[src/rtl/prog_mode_ctrl_pkg.sv]
// Shared constants and state encoding for the run/program-mode controller.
package prog_ctrl_pkg;

  localparam int UPG_ADR_W   = 15;
  localparam int UPG_SEL_BIT = 14;
  localparam int MEM_ADDR_W  = 14;
  localparam int PROG_CNT_W  = 16;

  typedef enum logic [1:0] {
    RUN     = 2'd0,
    ARM     = 2'd1,
    PROG    = 2'd2,
    RELEASE = 2'd3
  } state_t;

  // The UART programmer owns both memory ports in ARM and PROG.
  function automatic logic uart_owns(input state_t s);
    return (s == ARM) || (s == PROG);
  endfunction

endpackage

[src/rtl/prog_mode_ctrl_if.sv]
// Bundle of programmer, CPU and memory-port signals around the mode controller.
interface prog_mode_ctrl_if;
  import prog_ctrl_pkg::*;

  logic                  upg_wen;
  logic [UPG_ADR_W-1:0]  upg_adr;
  logic [31:0]           upg_dat;
  logic                  upg_done;
  logic [MEM_ADDR_W-1:0] cpu_imem_addr;
  logic [MEM_ADDR_W-1:0] cpu_dmem_addr;
  logic                  cpu_dmem_wen;
  logic [31:0]           cpu_dmem_wdata;
  logic [MEM_ADDR_W-1:0] imem_addr;
  logic                  imem_wen;
  logic [31:0]           imem_wdata;
  logic [MEM_ADDR_W-1:0] dmem_addr;
  logic                  dmem_wen;
  logic [31:0]           dmem_wdata;
  logic                  cpu_rst;
  logic                  upg_rst;
  logic                  prog_mode;
  logic [PROG_CNT_W-1:0] prog_words;

  modport master (
    output upg_wen, upg_adr, upg_dat, upg_done,
    output cpu_imem_addr, cpu_dmem_addr, cpu_dmem_wen, cpu_dmem_wdata,
    input  imem_addr, imem_wen, imem_wdata, dmem_addr, dmem_wen, dmem_wdata,
    input  cpu_rst, upg_rst, prog_mode, prog_words
  );

  modport slave (
    input  upg_wen, upg_adr, upg_dat, upg_done,
    input  cpu_imem_addr, cpu_dmem_addr, cpu_dmem_wen, cpu_dmem_wdata,
    output imem_addr, imem_wen, imem_wdata, dmem_addr, dmem_wen, dmem_wdata,
    output cpu_rst, upg_rst, prog_mode, prog_words
  );

endinterface

[src/rtl/prog_mode_ctrl_btn_debounce.sv]
// Two-flop synchronizer plus saturating hold counter; emits one pulse per stable press.
module btn_debounce #(
  parameter int DEBOUNCE_CYCLES = 100000,
  parameter int CNT_W           = 17
) (
  input  logic i_clock,
  input  logic i_rst_n,
  input  logic i_btn,
  output logic o_pulse
);

  localparam logic [CNT_W-1:0] LP_MAX = CNT_W'(DEBOUNCE_CYCLES);
  localparam logic [CNT_W-1:0] LP_PRE = CNT_W'(DEBOUNCE_CYCLES - 1);

  logic             r_sync1;
  logic             r_sync2;
  logic [CNT_W-1:0] r_cnt;
  logic             r_pulse;

  always_ff @(posedge i_clock or negedge i_rst_n) begin
    if (!i_rst_n) begin
      r_sync1 <= 1'b0;
      r_sync2 <= 1'b0;
      r_cnt   <= '0;
      r_pulse <= 1'b0;
    end else begin
      r_sync1 <= i_btn;
      r_sync2 <= r_sync1;
      if (!r_sync2) begin
        r_cnt <= '0;
      end else if (r_cnt != LP_MAX) begin
        r_cnt <= r_cnt + 1'b1;
      end
      // Fires alongside the counter landing on its maximum; saturation blocks re-fire.
      r_pulse <= r_sync2 && (r_cnt == LP_PRE);
    end
  end

  assign o_pulse = r_pulse;

endmodule

[src/rtl/prog_mode_ctrl.sv]
// Sequences CPU reset around UART reprogramming sessions and muxes the memory write ports.
module prog_mode_ctrl
  import prog_ctrl_pkg::*;
#(
  parameter int DEBOUNCE_CYCLES = 100000,
  parameter int CNT_W           = 17
) (
  input  logic             i_clock,
  input  logic             i_fpga_rst_n,
  input  logic             i_start_pg,
  prog_mode_ctrl_if.slave  bus
);

  logic                  w_pg_req;
  state_t                r_state;
  state_t                w_state_next;
  logic                  r_cpu_rst;
  logic                  w_cpu_rst_next;
  logic                  r_upg_rst;
  logic                  w_upg_rst_next;
  logic                  r_prog_mode;
  logic                  w_prog_mode_next;
  logic [PROG_CNT_W-1:0] r_prog_words;
  logic [PROG_CNT_W-1:0] w_prog_words_next;
  logic                  w_uart;
  logic                  w_sel_dmem;
  logic                  w_upg_wen_ok;

  btn_debounce #(
    .DEBOUNCE_CYCLES (DEBOUNCE_CYCLES),
    .CNT_W           (CNT_W)
  ) u_btn_debounce (
    .i_clock (i_clock),
    .i_rst_n (i_fpga_rst_n),
    .i_btn   (i_start_pg),
    .o_pulse (w_pg_req)
  );

  always_ff @(posedge i_clock or negedge i_fpga_rst_n) begin
    if (!i_fpga_rst_n) begin
      r_state      <= RUN;
      r_cpu_rst    <= 1'b1;
      r_upg_rst    <= 1'b1;
      r_prog_mode  <= 1'b0;
      r_prog_words <= '0;
    end else begin
      r_state      <= w_state_next;
      r_cpu_rst    <= w_cpu_rst_next;
      r_upg_rst    <= w_upg_rst_next;
      r_prog_mode  <= w_prog_mode_next;
      r_prog_words <= w_prog_words_next;
    end
  end

  always_comb begin
    w_state_next      = r_state;
    w_cpu_rst_next    = r_cpu_rst;
    w_upg_rst_next    = r_upg_rst;
    w_prog_mode_next  = r_prog_mode;
    w_prog_words_next = r_prog_words;
    case (r_state)
      RUN: begin
        // Also releases the CPU on the first edge after power-on reset.
        w_cpu_rst_next   = 1'b0;
        w_upg_rst_next   = 1'b1;
        w_prog_mode_next = 1'b0;
        if (w_pg_req) begin
          w_state_next   = ARM;
          w_cpu_rst_next = 1'b1;
        end
      end
      ARM: begin
        w_prog_words_next = '0;
        w_prog_mode_next  = 1'b1;
        w_upg_rst_next    = 1'b0;
        w_cpu_rst_next    = 1'b1;
        w_state_next      = PROG;
      end
      PROG: begin
        w_cpu_rst_next = 1'b1;
        if (bus.upg_wen && (r_prog_words != '1)) begin
          w_prog_words_next = r_prog_words + 1'b1;
        end
        if (bus.upg_done) begin
          w_state_next     = RELEASE;
          w_prog_mode_next = 1'b0;
          w_upg_rst_next   = 1'b1;
        end
      end
      RELEASE: begin
        w_cpu_rst_next   = 1'b0;
        w_upg_rst_next   = 1'b1;
        w_prog_mode_next = 1'b0;
        w_state_next     = RUN;
      end
      default: w_state_next = RUN;
    endcase
  end

  assign w_uart       = uart_owns(r_state);
  assign w_sel_dmem   = bus.upg_adr[UPG_SEL_BIT];
  assign w_upg_wen_ok = bus.upg_wen && (r_state == PROG);

  always_comb begin
    if (w_uart) begin
      bus.imem_addr  = bus.upg_adr[MEM_ADDR_W-1:0];
      bus.imem_wdata = bus.upg_dat;
      bus.imem_wen   = w_upg_wen_ok && !w_sel_dmem;
      bus.dmem_addr  = bus.upg_adr[MEM_ADDR_W-1:0];
      bus.dmem_wdata = bus.upg_dat;
      bus.dmem_wen   = w_upg_wen_ok && w_sel_dmem;
    end else begin
      bus.imem_addr  = bus.cpu_imem_addr;
      bus.imem_wdata = '0;
      bus.imem_wen   = 1'b0;
      bus.dmem_addr  = bus.cpu_dmem_addr;
      bus.dmem_wdata = bus.cpu_dmem_wdata;
      bus.dmem_wen   = bus.cpu_dmem_wen && !r_cpu_rst;
    end
  end

  assign bus.cpu_rst    = r_cpu_rst;
  assign bus.upg_rst    = r_upg_rst;
  assign bus.prog_mode  = r_prog_mode;
  assign bus.prog_words = r_prog_words;

endmodule

[src/flat_wrapper.sv]
// flat-port wrapper written by rule: the top's interface ports become plain ports
module prog_mode_ctrl_flat import prog_ctrl_pkg::*;
#(
  parameter int DEBOUNCE_CYCLES = 100000,
  parameter int CNT_W           = 17
)
  (i_clock, i_fpga_rst_n, i_start_pg, bus_upg_wen, bus_upg_adr, bus_upg_dat, bus_upg_done, bus_cpu_imem_addr, bus_cpu_dmem_addr, bus_cpu_dmem_wen, bus_cpu_dmem_wdata, bus_imem_addr, bus_imem_wen, bus_imem_wdata, bus_dmem_addr, bus_dmem_wen, bus_dmem_wdata, bus_cpu_rst, bus_upg_rst, bus_prog_mode, bus_prog_words);
  prog_mode_ctrl_if bus_i ();
  input  logic i_clock;
  input  logic i_fpga_rst_n;
  input  logic i_start_pg;
  input wire logic [$bits(bus_i.upg_wen)-1:0] bus_upg_wen;
  input wire logic [$bits(bus_i.upg_adr)-1:0] bus_upg_adr;
  input wire logic [$bits(bus_i.upg_dat)-1:0] bus_upg_dat;
  input wire logic [$bits(bus_i.upg_done)-1:0] bus_upg_done;
  input wire logic [$bits(bus_i.cpu_imem_addr)-1:0] bus_cpu_imem_addr;
  input wire logic [$bits(bus_i.cpu_dmem_addr)-1:0] bus_cpu_dmem_addr;
  input wire logic [$bits(bus_i.cpu_dmem_wen)-1:0] bus_cpu_dmem_wen;
  input wire logic [$bits(bus_i.cpu_dmem_wdata)-1:0] bus_cpu_dmem_wdata;
  output wire logic [$bits(bus_i.imem_addr)-1:0] bus_imem_addr;
  output wire logic [$bits(bus_i.imem_wen)-1:0] bus_imem_wen;
  output wire logic [$bits(bus_i.imem_wdata)-1:0] bus_imem_wdata;
  output wire logic [$bits(bus_i.dmem_addr)-1:0] bus_dmem_addr;
  output wire logic [$bits(bus_i.dmem_wen)-1:0] bus_dmem_wen;
  output wire logic [$bits(bus_i.dmem_wdata)-1:0] bus_dmem_wdata;
  output wire logic [$bits(bus_i.cpu_rst)-1:0] bus_cpu_rst;
  output wire logic [$bits(bus_i.upg_rst)-1:0] bus_upg_rst;
  output wire logic [$bits(bus_i.prog_mode)-1:0] bus_prog_mode;
  output wire logic [$bits(bus_i.prog_words)-1:0] bus_prog_words;
  assign bus_i.upg_wen = bus_upg_wen;
  assign bus_i.upg_adr = bus_upg_adr;
  assign bus_i.upg_dat = bus_upg_dat;
  assign bus_i.upg_done = bus_upg_done;
  assign bus_i.cpu_imem_addr = bus_cpu_imem_addr;
  assign bus_i.cpu_dmem_addr = bus_cpu_dmem_addr;
  assign bus_i.cpu_dmem_wen = bus_cpu_dmem_wen;
  assign bus_i.cpu_dmem_wdata = bus_cpu_dmem_wdata;
  assign bus_imem_addr = bus_i.imem_addr;
  assign bus_imem_wen = bus_i.imem_wen;
  assign bus_imem_wdata = bus_i.imem_wdata;
  assign bus_dmem_addr = bus_i.dmem_addr;
  assign bus_dmem_wen = bus_i.dmem_wen;
  assign bus_dmem_wdata = bus_i.dmem_wdata;
  assign bus_cpu_rst = bus_i.cpu_rst;
  assign bus_upg_rst = bus_i.upg_rst;
  assign bus_prog_mode = bus_i.prog_mode;
  assign bus_prog_words = bus_i.prog_words;
  prog_mode_ctrl #(.DEBOUNCE_CYCLES(DEBOUNCE_CYCLES), .CNT_W(CNT_W)) u_core (.i_clock(i_clock), .i_fpga_rst_n(i_fpga_rst_n), .i_start_pg(i_start_pg), .bus(bus_i));
endmodule
[config.mk]
export PLATFORM = sky130hd
export DESIGN_NAME = prog_mode_ctrl_flat
export DESIGN_NICKNAME = d
export VERILOG_FILES = /design/src/rtl/prog_mode_ctrl_pkg.sv /design/src/rtl/prog_mode_ctrl_if.sv /design/src/rtl/prog_mode_ctrl_btn_debounce.sv /design/src/rtl/prog_mode_ctrl.sv /design/src/flat_wrapper.sv
export SDC_FILE = /design/constraint.sdc
export NUM_CORES = 1
export LEC_CHECK = 0
export ABC_CLOCK_PERIOD_IN_PS = 4570
export CAP_MARGIN = 20
export CORE_MARGIN = 2
export CORE_UTILIZATION = 38
export CTS_BUF_LIST = sky130_fd_sc_hd__clkbuf_2 sky130_fd_sc_hd__clkbuf_4 sky130_fd_sc_hd__clkbuf_8
export CTS_CLUSTER_SIZE = 16
export DETAILED_ROUTE_END_ITERATION = 7
export PLACE_DENSITY_LB_ADDON = 0.3
export RECOVER_POWER = 100
export SLEW_MARGIN = 20
export SYNTH_ARGS = -nofsm -noshare
export SYNTH_HDL_FRONTEND = slang
export SYNTH_SLANG_ARGS = --single-unit
export TNS_END_PERCENT = 100
[constraint.sdc]
create_clock -name i_clock -period 4.57 [get_ports i_clock]
set_input_delay 0.457 -clock i_clock [delete_from_list [all_inputs] [get_ports i_clock]]
set_output_delay 0.457 -clock i_clock [all_outputs]
set_load 0.02 [all_outputs]
==> results list, run 1 <==
- Summed over all cells, the static leakage comes to 0.00234 uW.
- Hold Path Sink: u_core.u_btn_debounce.r_sync2$_DFF_PN0_
- Antenna violations before repair: 1
- DRT Pass-1 Iters: 4
- Area of the die: ~8900 um^2
- Type of destination of the critical path: output port
- Buf+Inv Stages, Crit Path: 2
- The flow ran to the end, but the final reports show violations.
* Design Area, Final: 5460 um^2
- Each instance of the synthesized netlist takes up on average 8.45 um^2.
- In this run, synthesis produced a sequential element count of 41.
* Number of nets produced by synthesis: roughly 480
- The clock net in this run drives a total of slightly above 40 sinks.
- Synthesis produced 365 cells.
- Synth async-reset ratio: 100%
* Critical R2R Capture: u_core.bus.prog_words[12]$_DFFE_PN0P_
- Data on the critical path arrives at its endpoint at around 2800 ps.
- Fin crit period: 3260 ps
- Yosys printed 0 warnings.
- During I/O placement, the number of pins put on the boundary was approximately 230.
* Post-CTS Resized: 0
- Die height: 94.1 um
- In this run the remaining antenna-violating nets after routing total 0.
- R2R cell count: 6
- The via count of the first global-routing pass is 3425.
* Via Count: 3489
- Initial standard-cell utilization of the core: about two fifths
- After the first detailed-routing iteration, the DRC count stood at 125.
- Buffers placed on the I/O ports in this run total between 200 and 250.
- Reg clk slew, reported paths: 80 ps
- The checks that failed: max-capacitance violations, max-slew violations.
- Required time of the worst setup path: 4110 ps
- Final Routed Wirelength: 11.6 mm
- Among all stages on the critical path, the largest delay is contributed by sky130_fd_sc_hd__ha_4.
- After synthesis, the largest family of logic cells by area is simple AND/OR/NAND/NOR gates.
* Total standard cell area after synthesis: 3090 um^2
- In this run the critical register-to-register path is launched from u_core.bus.prog_words[0]$_DFFE_PN0P_.
- Areal power density over the cells: 621 nW/um^2
- Leftover overflow at the end of global routing: 0
* Number of synthesized flops with an enable pin: 0
* Total clock buffers created by CTS: 5
- Arithmetic-cell share of the synthesized area counting full adders, half adders and majority gates: 2.43%
- Routed via count divided by cell count: roughly 5.1
- Clock skew on the completed layout was measured at 11.4 ps.
- Type of the worst min-delay path: reg2reg
- Synth Area in Compound Gates: 15.5%
- Kind of critical path: reg2out
- Post-CTS setup repair buffer count: 0
- Depth of the worst hold-timing path: 0
* Worst supply voltage drop on vdd: 0.000473 V
* CP Cell Sequence: inv_1 -> ha_4 -> mux2_2 -> dlygate4sd3_1
- Highest clock rate: 0.307 GHz
- Cell Rows: 32
* Startpoint of the worst hold path: u_core.u_btn_debounce.r_sync1$_DFF_PN0_
* CP peak stage delay: 890 ps
* Proportion of synthesized chip area in sequential cells: 33.3%
- Horizontal die dimension: 94.1 um
- The tree is rooted in a sky130_fd_sc_hd__clkbuf_8.
- Standard cell area after detailed placement: ~5400 um^2
- Among all flip-flop cells after synthesis, the most frequent one is sky130_fd_sc_hd__dfrtp_1.
* Slack of the worst reg-to-reg path: 2020 ps
* Worst setup slack before clock tree synthesis: 1750 ps
- The worst setup path is launched from a register.
* Total number of H-tree levels: 2
* Max-slew headroom: -43.5%
* Maximum number of pins on one net before global-route repair: 112
* MaxCap Viol Count: 1
- Cells with a size suffix above 1 make up 8.75% of the layout.
- Cell family with the largest share of critical-path delay: adder cells
- Count of distinct cell types in the synthesized netlist: 50
* Least-Margin Pin Slew: 2150 ps
- Setup violation total in the final timing report: 0
- Detailed placement finished with a half-perimeter wire length of around 9.6 mm.
* Xor/xnor share of the synthesized area: about 4%
- Area grow syn2layout: 77.0%
- Final worst slack: 1310 ps
* Final-report max-slew violation count: 42
- In this run the worst path has a maximum fanout of 111.
- Clock tree from TritonCTS: yes
* Core area: 7810 um^2
* Setup TNS: 0 ps
- Gp weighted congestion: 0.878
- The later pin in the worst-skew pair is clocked with a latency of 300 ps.
- After detailed routing, the average wire length per cell comes to roughly 17 um.
- First-pass GRT wire length: roughly 17 mm
- For this run, the post-layout net count is 701.
- Overall global routing resource usage: 25.5%
* Final hold violation count: 0
- Setup repair after global routing left no endpoint under its margin.
- Share of cell area taken by muxes after synthesis: 13.7%
- Counting along the longest clock path gives a buffer depth of 2.
- In the routed design, unresolved DRC markers number 0.
- Of the total synthesized cell area, the portion taken by AND, OR, NAND and NOR gates is 24.2%.
- Post-CTS Hold Fix Bufs: 0
- Final period util: between 70% and 80%
worst max path at each step:
stage	start	end	slack, ps	cells after the start
6_report	u_core.r_state[1]$_DFFE_PN0P_	bus_dmem_wdata[20]	1310	4
5_1_grt	u_core.r_state[1]$_DFFE_PN0P_	bus_imem_addr[13]	1130	5
4_1_cts	u_core.r_state[1]$_DFFE_PN0P_	bus_imem_addr[13]	1400	5
3_5_place_dp	u_core.r_state[1]$_DFFE_PN0P_	bus_imem_addr[13]	1750	5
3_3_place_gp	u_core.r_state[1]$_DFFE_PN0P_	bus_dmem_wdata[28]	1810	4
2_1_floorplan	u_core.r_state[0]$_DFFE_PN0P_	bus_imem_wen	2340	5
state kept, by name, summed over array words and instances (netlist names):
register	cells
u_core.r_state	2
u_core.u_btn_debounce.o_pulse	1
u_core.u_btn_debounce.r_sync2	1
u_core.bus.cpu_rst	1
u_core.u_btn_debounce.r_cnt	17
u_core.bus.prog_mode	1
u_core.u_btn_debounce.r_sync1	1
u_core.bus.prog_words	16
u_core.bus.upg_rst	1
cells by family after synthesis:
kind of cell,after synthesis
adders and majority gates,6
muxes,38
AOI/OAI and AO/OA,75
and+or+nand+nor,137
xor gates and xnor gates,14
DFF,41
buffers and inverters,54
layout by cell type (no fill, tap or decap), types with 6 or more instances in the layout:
cell / n
sky130_fd_sc_hd__a21oi_1: 11
sky130_fd_sc_hd__o21ai_0: 39
sky130_fd_sc_hd__nand4_1: 6
sky130_fd_sc_hd__and2_1: 30
sky130_fd_sc_hd__clkdlybuf4s50_1: 113
sky130_fd_sc_hd__inv_1: 39
sky130_fd_sc_hd__clkbuf_8: 6
sky130_fd_sc_hd__nand3_1: 18
sky130_fd_sc_hd__nor2_1: 23
sky130_fd_sc_hd__nand2_1: 27
sky130_fd_sc_hd__dlygate4sd3_1: 111
sky130_fd_sc_hd__mux2_2: 34
sky130_fd_sc_hd__dfrtp_1: 39
sky130_fd_sc_hd__xnor2_1: 9
cell usage after synthesis (3+ instances only):
cell                       count  area [um^2]
sky130_fd_sc_hd__a31oi_1       5         31.3
sky130_fd_sc_hd__xnor2_1       9         78.8
sky130_fd_sc_hd__nor3_1        3         15.0
sky130_fd_sc_hd__inv_1        39          146
sky130_fd_sc_hd__or3_1         3         18.8
sky130_fd_sc_hd__nand4_1       5         31.3
sky130_fd_sc_hd__nor2_1       23         86.3
sky130_fd_sc_hd__xor2_1        5         43.8
sky130_fd_sc_hd__clkbuf_1      9         33.8
sky130_fd_sc_hd__ha_1          6         75.1
sky130_fd_sc_hd__and2_1       35          219
sky130_fd_sc_hd__a21oi_1      11         55.1
sky130_fd_sc_hd__o21ai_0      38          190
sky130_fd_sc_hd__o211ai_1      4         30.0
sky130_fd_sc_hd__nand3_1      18         90.1
sky130_fd_sc_hd__buf_1         3         11.3
sky130_fd_sc_hd__dfrtp_1      39          976
sky130_fd_sc_hd__mux2i_1       3         30.0
sky130_fd_sc_hd__nor4_1        3         18.8
sky130_fd_sc_hd__nand2_1      27          101
sky130_fd_sc_hd__o31ai_1       3         22.5
sky130_fd_sc_hd__nand2b_1      3         18.8
sky130_fd_sc_hd__mux2_2       35          394
sky130_fd_sc_hd__nor2b_1       3         18.8
area by class of cell:
class / instances / area, um^2
Antenna cell: 1 / 2.50
Clock inverter: 1 / 7.51
Tap cell: 102 / 128
Inverter: 39 / 146
Fill cell: 647 / 2350
Timing Repair Buffer: 225 / 2250
Multi-Input combinational cell: 270 / 1810
Sequential cell: 41 / 1030
Clock buffer: 7 / 90.1
power breakdown:
group | internal, uW | total, uW | switching [uW]
clock network | 129 | 258 | 129
logic | 1210 | 2690 | 1480
registers | 407 | 443 | 35.9
through the flow:
step	hold slack [ps]	instances	total power (uW)	utilization, %
finish	357	686	3390	69.9
global route	364	685	3600	69.9
CTS	310	685	3650	70.5
detailed placement	343	677	3380	69.3
global placement	338	677	3350	69.3
floorplan	161	365	2040	-
worst register-to-register path, cell delays in order, from the launching register on:
cell and delay [ps]:
sky130_fd_sc_hd__dfrtp_1 450, sky130_fd_sc_hd__ha_1 250, sky130_fd_sc_hd__and4_1 190, sky130_fd_sc_hd__nand4_1 340, sky130_fd_sc_hd__o41ai_1 890, sky130_fd_sc_hd__o21ai_0 230
sky130_fd_sc_hd__o41ai_1 100
layer usage:
| metal | up-vias | global-route usage (%) | share of wire, % |
|---|---|---|---|
| met5 | - | 0 | 0 |
| met1 | 1617 | 27.3 | 35 |
| met3 | 23 | 11.5 | 12 |
| li1 | 1686 | - | - |
| met2 | 163 | 45.2 | 50 |
| met4 | 0 | 7.49 | 2.6 |
No activity file was read; power rests on OpenSTA's default activity.
==> run 2: changes to the inputs <==
--- a/config.mk
+++ b/config.mk
@@ -5,10 +5,10 @@
 export SDC_FILE = /design/constraint.sdc
 export NUM_CORES = 1
 export LEC_CHECK = 0
-export ABC_CLOCK_PERIOD_IN_PS = 4570
+export ABC_CLOCK_PERIOD_IN_PS = 3390
 export CAP_MARGIN = 20
 export CORE_MARGIN = 2
-export CORE_UTILIZATION = 38
+export CORE_UTILIZATION = 36
 export CTS_BUF_LIST = sky130_fd_sc_hd__clkbuf_2 sky130_fd_sc_hd__clkbuf_4 sky130_fd_sc_hd__clkbuf_8
 export CTS_CLUSTER_SIZE = 16
 export DETAILED_ROUTE_END_ITERATION = 7
==> constraint.sdc (replaced) <==
create_clock -name i_clock -period 3.39 [get_ports i_clock]
set_input_delay 0.339 -clock i_clock [delete_from_list [all_inputs] [get_ports i_clock]]
set_output_delay 0.339 -clock i_clock [all_outputs]
set_load 0.02 [all_outputs]
==> run 2 against run 1 <==
  * The run still ends with max-capacitance violations, max-slew violations left
  * Worst setup slack got worse by 990 ps
  * Hold slack got worse by 2.5 ps
  * Via count fell by 1.1%
==> results list, run 2 (same netlist as run 1, synthesis figures left out) <==
- Result of the run: complete, but fails checks
- Failing checks: max-capacitance violations, max-slew violations
- The layout has between 600 and 700 filler cells.
- Type of destination of the critical path: output port
- The critical path goes through inv_1 -> ha_4 -> buf_12 -> mux2_2 -> dlygate4sd3_1.
* Maximum number of buffers from clock root to sink: 2
* Post-CTS Resized: 0
- Arrival time of the worst setup path: 2730 ps
- Core area: 8260 um^2
* Total number of H-tree levels: 2
- Type of the worst min-delay path: reg2reg
- The register with the most flip-flops in the layout has 17 of them.
- Area of the die: approximately 9300 um^2
- Setup violations remaining at the end of the flow were counted as 0.
- Counting the buffers created by CTS gives 5.
- Die height: 96.6 um
* Clk sink count: 41
- Total area of sequential cells: 1030 um^2
- The kind of cell with the highest combined delay along the critical path is buffers and inverters.
- Area grow syn2layout: 79.2%
* Setup TNS: 0 ps
* MaxCap Viol Count: 1
- OpenSTA, run right after detailed placement, puts the worst setup slack at 748 ps.
* Number of DRC violations after detailed-routing iteration 0: 123
- Worst setup SP type: register
- Maximum number of pins on one net before global-route repair: 61
- The number of cells on the worst reg-to-reg path is 7.
* Design Area, Final: between 5000 and 6000 um^2
- In this run the register-to-register setup slack is 860 ps.
- Dividing the detail-routed wire length by the instance count gives 16.5 um.
* DRT Pass-1 Iters: 4
- CP peak stage delay: 670 ps
- Setup repair after global routing left no endpoint under its margin.
- The initial utilization of the core area, before any placement, comes to a little under two fifths.
* Clock Tree Root: sky130_fd_sc_hd__clkbuf_8
- The count of nets left with antenna violations once routing finished came out at 0.
* Via Count: 3449
- Cell Rows: 33
* Routed via count divided by cell count: 4.97
- Leakage component of the power: roughly 0.0024 uW
- The library cell used most frequently in the layout, excluding fill and tap cells, is sky130_fd_sc_hd__dlygate4sd3_1.
- TritonCTS built the clock tree.
- Final period util: between 90 and 100%
* Final Routed Wirelength: 11.5 mm
- The number of buffers and inverters on the critical path is 3.
- The count of buffers added on input and output ports is 225.
* Largest Register: u_core.u_btn_debounce.r_cnt
* Antenna violations before repair: 4
- Kind of critical path: reg2out
* Fin crit period: 3070 ps
* Post-layout utilization of the core: about 67%
* Post-CTS setup repair buffer count: 0
- Final hold violation count: 0
- For this run, design rule violations remaining after detail routing come to 0.
- IR analysis of the VDD net gives a maximum drop of approximately 0.0005 V.
- Hold Path Sink: u_core.u_btn_debounce.r_sync2$_DFF_PN0_
- Fraction of final layout cells sized beyond drive strength 1: 9.40%
- Critical R2R Capture: u_core.bus.prog_words[14]$_DFFE_PN0P_
- Max-slew headroom: -41.6%
- The final max-slew violation count is 42.
- For this run, the total global-route usage over all layers was measured as 23.2%.
- The worst register-to-register path begins at u_core.r_state[0]$_DFFE_PN0P_.
- Clock latency on the worst-skew pair, taken at its later pin, is 300 ps.
- Most frequent cells in the layout: sky130_fd_sc_hd__dlygate4sd3_1, sky130_fd_sc_hd__clkdlybuf4s50_1, sky130_fd_sc_hd__o21ai_0
* Worst clock skew: approximately 11 ps
- Reg clk slew, reported paths: 80 ps
- Along the worst hold path, the cell count comes to 0.
- ~230 I/O pins were placed.
- Detailed placer's ending HPWL: ~9.5 mm
- Combined area of the multi-input logic cells: 1850 um^2
- Buffers inserted to repair hold after CTS numbered 0.
* Leftover overflow at the end of global routing: 0
- In this run the cell area measured after placement is 5440 um^2.
- The net count of the finished layout is roughly 700.
- Startpoint of the worst hold path: u_core.u_btn_debounce.r_sync1$_DFF_PN0_
* Areal power density over the cells: between 800 and 900 nW/um^2
* Highest clock rate: 0.326 GHz
- Among all stages on the critical path, the largest delay is contributed by sky130_fd_sc_hd__dlygate4sd3_1.
- Required time of the worst setup path: around 3100 ps
* Via count of the first global-routing pass: ~3400
- First-pass GRT wire length: between 15 and 20 mm
- Horizontal die dimension: 96.6 um
* Final worst slack: 318 ps
- Crit path max fanout: 60
- Least-Margin Pin Slew: 2120 ps
- Gp weighted congestion: 0.945
run 2: cell types whose count changed in the layout (fill, tap and decap cells not counted), moves of 2 or more:
cell	before	now
sky130_fd_sc_hd__and2_0	5	1
sky130_fd_sc_hd__and2_1	30	34
sky130_fd_sc_hd__diode_2	1	4
sky130_fd_sc_hd__clkdlybuf4s50_1	113	111
sky130_fd_sc_hd__dlygate4sd3_1	111	113
run 2: worst reg2reg max path, cell delays in order, from the launching register on:
cell and delay, ps:
sky130_fd_sc_hd__dfrtp_1 390, sky130_fd_sc_hd__inv_1 140, sky130_fd_sc_hd__ha_1 160, sky130_fd_sc_hd__clkbuf_1 480, sky130_fd_sc_hd__nand2_1 320, sky130_fd_sc_hd__o21bai_1 420, sky130_fd_sc_hd__nor4_1 310, sky130_fd_sc_hd__mux2i_1 240
run 2: power breakdown:
group | total [uW] | internal, uW | switching (uW) | leakage (uW)
clock network | 341 | 165 | 175 | 0.0000512
logic | 3700 | 1670 | 2020 | 0.00179
registers | 596 | 549 | 47.3 | 0.000551
total | 4630 | 2390 | 2240 | 0.00239
run 2: metal layers:
layer	part of all wire [%]	track usage, %
met1	36	25.7
met2	53	42.0
met4	1.7	8.45
met5	0	0
met3	9.7	6.59
run 2: per-stage QoR:
stage | cells | hold WS [ps] | total power (uW)
after global placement | 682 | 336 | 4570
after floorplan | 365 | 43.4 | 2750
final | 694 | 354 | 4630
after global routing | 694 | 376 | 4940
after detailed placement | 682 | 338 | 4620
after CTS | 690 | 201 | 4980
run 2: area by class of cell:
type,instances,area share [%]
Inverter,39,2.65
Antenna cell,4,0.181
Clock buffer,6,1.49
Sequential cell,41,18.6
Clock inverter,2,0.249
Multi-Input combinational cell,270,33.4
Tap cell,105,2.38
Timing Repair Buffer,227,41.1
run 2: how the worst max path moves through the flow:
| stage | slack (ps) | startpoint | cells past startpoint | end |
|---|---|---|---|---|
| floorplan | 1280 | u_core.r_state[0]$_DFFE_PN0P_ | 5 | bus_imem_wen |
| global placement | 830 | u_core.r_state[1]$_DFFE_PN0P_ | 5 | bus_dmem_wdata[1] |
| detailed placement | 750 | u_core.r_state[1]$_DFFE_PN0P_ | 5 | bus_dmem_wdata[1] |
| CTS | 400 | u_core.r_state[0]$_DFFE_PN0P_ | 5 | bus_dmem_wdata[1] |
| global route | 150 | u_core.r_state[0]$_DFFE_PN0P_ | 6 | bus_imem_wen |
| finish | 320 | u_core.r_state[0]$_DFFE_PN0P_ | 5 | bus_dmem_wdata[1] |
